--- src/rtl/prim_sram_req_adapter.sv ---
// Valid/ready request and response adapter for a 1-cycle-latency SRAM port.
// Reads are credit-limited so the response FIFO can always absorb read data.
module prim_sram_req_adapter #(
    parameter int Width    = 32,
    parameter int Aw       = 10,
    parameter int RspDepth = 2,
    parameter int CntW     = $clog2(RspDepth + 1)
) (
    input  logic             clk_i,
    input  logic             rst_ni,
    input  logic             req_valid_i,
    output logic             req_ready_o,
    input  logic             req_write_i,
    input  logic [Aw-1:0]    req_addr_i,
    input  logic [Width-1:0] req_wdata_i,
    input  logic [Width-1:0] req_wmask_i,
    output logic             rsp_valid_o,
    input  logic             rsp_ready_i,
    output logic [Width-1:0] rsp_rdata_o,
    output logic             sram_req_o,
    output logic             sram_write_o,
    output logic [Aw-1:0]    sram_addr_o,
    output logic [Width-1:0] sram_wdata_o,
    output logic [Width-1:0] sram_wmask_o,
    input  logic [Width-1:0] sram_rdata_i,
    output logic [CntW-1:0]  outstanding_o
);

    localparam int PtrW = (RspDepth > 1) ? $clog2(RspDepth) : 1;

    logic [CntW-1:0]  cnt_reg, cnt_next;
    logic [CntW-1:0]  fifo_cnt_reg, fifo_cnt_next;
    logic [PtrW-1:0]  wr_ptr_reg, rd_ptr_reg;
    logic             rd_pending_reg;
    logic [Width-1:0] fifo_mem [RspDepth];

    logic accept, accept_rd, rsp_hs, fifo_empty, push, pop;

    function automatic logic [PtrW-1:0] ptr_inc(input logic [PtrW-1:0] p);
        return (p == PtrW'(RspDepth - 1)) ? '0 : p + PtrW'(1);
    endfunction

    assign req_ready_o = rst_ni && (cnt_reg < CntW'(RspDepth));
    assign accept      = req_valid_i && req_ready_o;
    assign accept_rd   = accept && !req_write_i;

    assign sram_req_o   = accept;
    assign sram_write_o = req_write_i;
    assign sram_addr_o  = req_addr_i;
    assign sram_wdata_o = req_wdata_i;
    assign sram_wmask_o = req_write_i ? req_wmask_i : '0;

    // Fresh read data bypasses the FIFO only when nothing older is queued.
    assign fifo_empty  = (fifo_cnt_reg == '0);
    assign rsp_valid_o = rd_pending_reg || !fifo_empty;
    assign rsp_rdata_o = fifo_empty ? sram_rdata_i : fifo_mem[rd_ptr_reg];
    assign rsp_hs      = rsp_valid_o && rsp_ready_i;
    assign push        = rd_pending_reg && !(fifo_empty && rsp_ready_i);
    assign pop         = !fifo_empty && rsp_ready_i;

    assign outstanding_o = cnt_reg;

    always_comb begin
        cnt_next = cnt_reg;
        if (accept_rd && !rsp_hs) begin
            cnt_next = cnt_reg + CntW'(1);
        end else if (!accept_rd && rsp_hs) begin
            cnt_next = cnt_reg - CntW'(1);
        end
    end

    always_comb begin
        fifo_cnt_next = fifo_cnt_reg;
        if (push && !pop) begin
            fifo_cnt_next = fifo_cnt_reg + CntW'(1);
        end else if (!push && pop) begin
            fifo_cnt_next = fifo_cnt_reg - CntW'(1);
        end
    end

    always_ff @(posedge clk_i or negedge rst_ni) begin
        if (!rst_ni) begin
            cnt_reg        <= '0;
            fifo_cnt_reg   <= '0;
            wr_ptr_reg     <= '0;
            rd_ptr_reg     <= '0;
            rd_pending_reg <= 1'b0;
        end else begin
            cnt_reg        <= cnt_next;
            fifo_cnt_reg   <= fifo_cnt_next;
            rd_pending_reg <= accept_rd;
            if (push) begin
                wr_ptr_reg <= ptr_inc(wr_ptr_reg);
            end
            if (pop) begin
                rd_ptr_reg <= ptr_inc(rd_ptr_reg);
            end
        end
    end

    // Storage is deliberately left unreset.
    always_ff @(posedge clk_i) begin
        if (push) begin
            fifo_mem[wr_ptr_reg] <= sram_rdata_i;
        end
    end

    req_stable_a : assert property (@(posedge clk_i) disable iff (!rst_ni)
        (req_valid_i && !req_ready_o) |=>
        (req_valid_i && $stable({req_write_i, req_addr_i, req_wdata_i, req_wmask_i})));

    rsp_stable_a : assert property (@(posedge clk_i) disable iff (!rst_ni)
        (rsp_valid_o && !rsp_ready_i) |=> (rsp_valid_o && $stable(rsp_rdata_o)));

    cnt_bound_a : assert property (@(posedge clk_i) disable iff (!rst_ni)
        cnt_reg <= CntW'(RspDepth));

    no_overflow_a : assert property (@(posedge clk_i) disable iff (!rst_ni)
        !(push && !pop && (fifo_cnt_reg == CntW'(RspDepth))));

endmodule

--- config.mk ---
export PLATFORM = sky130hd
export DESIGN_NAME = prim_sram_req_adapter
export DESIGN_NICKNAME = d
export VERILOG_FILES = /design/src/rtl/prim_sram_req_adapter.sv
export SDC_FILE = /design/constraint.sdc
export NUM_CORES = 1
export LEC_CHECK = 0
export ABC_AREA = 1
export BUFFER_PORTS_ARGS = -buffer_cell sky130_fd_sc_hd__buf_2
export CAP_MARGIN = 20
export CORE_MARGIN = 2
export CORE_UTILIZATION = 35
export CTS_CLUSTER_DIAMETER = 150
export CTS_CLUSTER_SIZE = 10
export DETAILED_ROUTE_END_ITERATION = 8
export PLACE_DENSITY = 0.77
export SLEW_MARGIN = 20
export SYNTH_ARGS = -nofsm -noshare
export SYNTH_HDL_FRONTEND = slang
export SYNTH_SLANG_ARGS = --single-unit
--- constraint.sdc ---
create_clock -name clk_i -period 3.7 [get_ports clk_i]
set_clock_uncertainty 0.1 [all_clocks]
set_input_delay 0.185 -clock clk_i [delete_from_list [all_inputs] [get_ports clk_i]]
set_output_delay 0.185 -clock clk_i [all_outputs]
set_load 0.01 [all_outputs]
==> out/qor.yml <==
num_rows: 36
synth_top_cell_by_area: "edfxtp_1"
comb_power_share_pct: 40.8
final_util_pct: 46.0
yosysMostFrequentCell: "nand2_1"
crit_type: "reg2reg"
coreArea_um2: 9860
final_nets: 607
ir_drop_v: 0.000298
avgSynthCellArea_um2: 9.64
place_hpwl_mm: 6.59
yosys-top-cells-area: "edfxtp_1 (54%), nand2_1 (12%), buf_4 (10%)"
power.switching_mw: 1.03
cp_slowest_cell: "nor2_4"
critPathLaunchType: "register"
grt_pass1_vias: 2859
critPathCaptureType: "register"
ios: 223
dpl_cell_area_um2: 4000
crit_path_frequent_cell: "inv_2"
final.period_utilization_pct: 66.5
drc: 0
report.final.setup_viol: 0
cts_resized: 0
crit_arrival_ps: 2320
hold_buffers: 34
drv_cap: 0
grt.total_usage_pct: 16.2
max_slew_margin_pct: 37.5
die_x_um: 105
rr_endpoint: "fifo_mem[1][14]"
ys.flop_type: "edfxtp_1"
worstMarginPinSlew_ps: 935
synth_common_cells: "nand2_1 (111), edfxtp_1 (64), buf_4 (49)"
h-tree-depth: 3
hp-start: "rsp_ready_i"
worstPathMaxFanout: 67
ys_ff_latch: 71
internal-power_mw: 1.64
max_stage_delay_ps: 730
yosysWarnings: 0
leakage_nw: 2.18
cp_cell_sequence: "inv_2 -> nand2_4 -> inv_2 -> nand2_2 -> nand2_1 -> nor2_4"
fin_ws_ps: 1240
setup_tns_ps: 0
pre_cts_slack_ps: 1210
rr_startpoint: "fifo_cnt_reg[0]"
cts_tree: "built"
slew_violations: 0
clk_latency_ps: 340
whs_path_depth: 3
place_inst: 583
synth_edf_count: 64
outcome: "completed"
p_clk_share_pct: 22.5
via_per_inst: 4.55
cts_setup_buffers: 0
syn_area_um2: 3580
wl_met3_um: 761
p_per_area_nw_per_um2: 587
numCtsBuffers: 9
synth_top_area_share_pct: 53.7
num_vias: 2879
synth.distinct_cells: 22
wl_met1_mm: 3.45
routedWlPerCell_um: 14.4
drtPass1Iterations: 4
fin_area_um2: 4540
initial_utilization_pct: 36.3
period_needed_ps: 2460
wl_met2_mm: 4.56
async_reset_ff_share_pct: 9.86
nFillCells: 915
crit_required_ps: 3560
grt_pass1_wl_mm: 13.8
cts_max_path_buffers: 2
grt-ovfl-total: 0
reg2regPathDepth: 6
holdPathEnd: "rd_ptr_reg"
die_h_um: 105
port-buffer-count: 138
clkSinkCount: 71
syn_nets: 483
grt_start_max_net_pins: 68
root_buffer: "clkbuf_8"
antenna_found_initial: 0
largest_reg_flops: 64
clk_pin_slew_ps: 70
routed_wl_mm: 9.10
highest_layer: "met4"
netSwitchingFraction_pct: 38.6
dieArea_um2: 11000
ant_nets: 0
diodes: 0
ff2ff_setup_slack_ps: 1240
drive_gt1_share_pct: 32.2
final_cells: 633
startpoint: "fifo_cnt_reg[0]"
rsz0062_at_grt: "no"
hold_path.class: "in2reg"
synth_cells: 371
syn2layout_area_growth_pct: 26.8
synth_seq_area_share_pct: 58.6
gp_congestion: 0.925
pwr-share-seq_pct: 36.7
drt_iter0_drc: 151
max_freq_mhz: 406
finalHoldViolCount: 0
-- critical path, delay by kind of cell (launching register included) --
family,cells,cell delay (ps)
and+or+nand+nor,4,1380
DFF,1,430
buffers and inverters,2,160
-- power by group through the flow --
stage	Combinational, mW	Clock, mW	Sequential (mW)
after floorplan	0.789	0	0.993
after global placement	1.05	0	0.991
after detailed placement	1.07	0	0.994
after CTS	1.11	0.620	0.977
after global routing	1.22	0.643	0.983
final	1.09	0.600	0.977
-- cell families (layout without fill, tap and decap cells) --
logic type	count (synthesis)	count (layout)	synth area share [%]
DFF	71	71	58.6
xor gates and xnor gates	2	2	0.490
and+or+nand+nor	157	157	17.2
buffers and inverters	107	236	17.6
AOI/OAI and AO/OA	33	33	5.74
adders and majority gates	1	1	0.350
-- routing by layer --
layer,GRT usage (%),vias to the layer above
li1,-,1404
met3,5.93,30
met1,17.0,1282
met2,28.8,163
met5,0,-
met4,7.33,0
-- placed cells by master, fill, tap and decap left out --
cell           instances
inv_1                 43
xnor2_1                1
buf_2                138
ha_1                   1
a31oi_1               32
clkinv_2               1
dlygate4sd3_1         34
dfrtp_1                7
nor4_1                 1
buf_4                  2
nand2_4                1
inv_2                  3
nor3_1                 2
nand4_1                2
nand2_1              111
inv_6                  1
nand2_2                1
clkinv_4               1
bufinv_16              1
clkbuf_8               9
a21oi_1                1
nor2_1                33
xor2_1                 1
edfxtp_1              64
clkinvlp_4             2
nor2_4                 1
nand3_1                5
clkinv_1               1
-- layout make-up --
cell class                 count  area, µm²  area share (%)
sequential                    71       2100            46.2
timing repair buffer         174       1050            23.1
multi-input combinational    193        858            18.9
inverter                      46        173            3.81
tap                          133        166            3.67
clock buffer                   9        124            2.73
clock inverter                 7       71.3            1.57
-- stage by stage --
stage / power [mW] / hold WS [ps]
finish: 2.66 / 80.6
global route: 2.84 / 69.0
CTS: 2.70 / 57.4
detailed placement: 2.07 / -56.7
global placement: 2.04 / -59.1
floorplan: 1.78 / -211
-- how the worst max path moves through the flow --
stage | end
after floorplan | fifo_mem[1][0]
after global placement | fifo_mem[1][12]
after detailed placement | fifo_mem[1][17]
after CTS | fifo_mem[1][14]
after global routing | fifo_mem[1][14]
final | fifo_mem[1][14]
No activity file was read; power rests on OpenSTA's default activity.
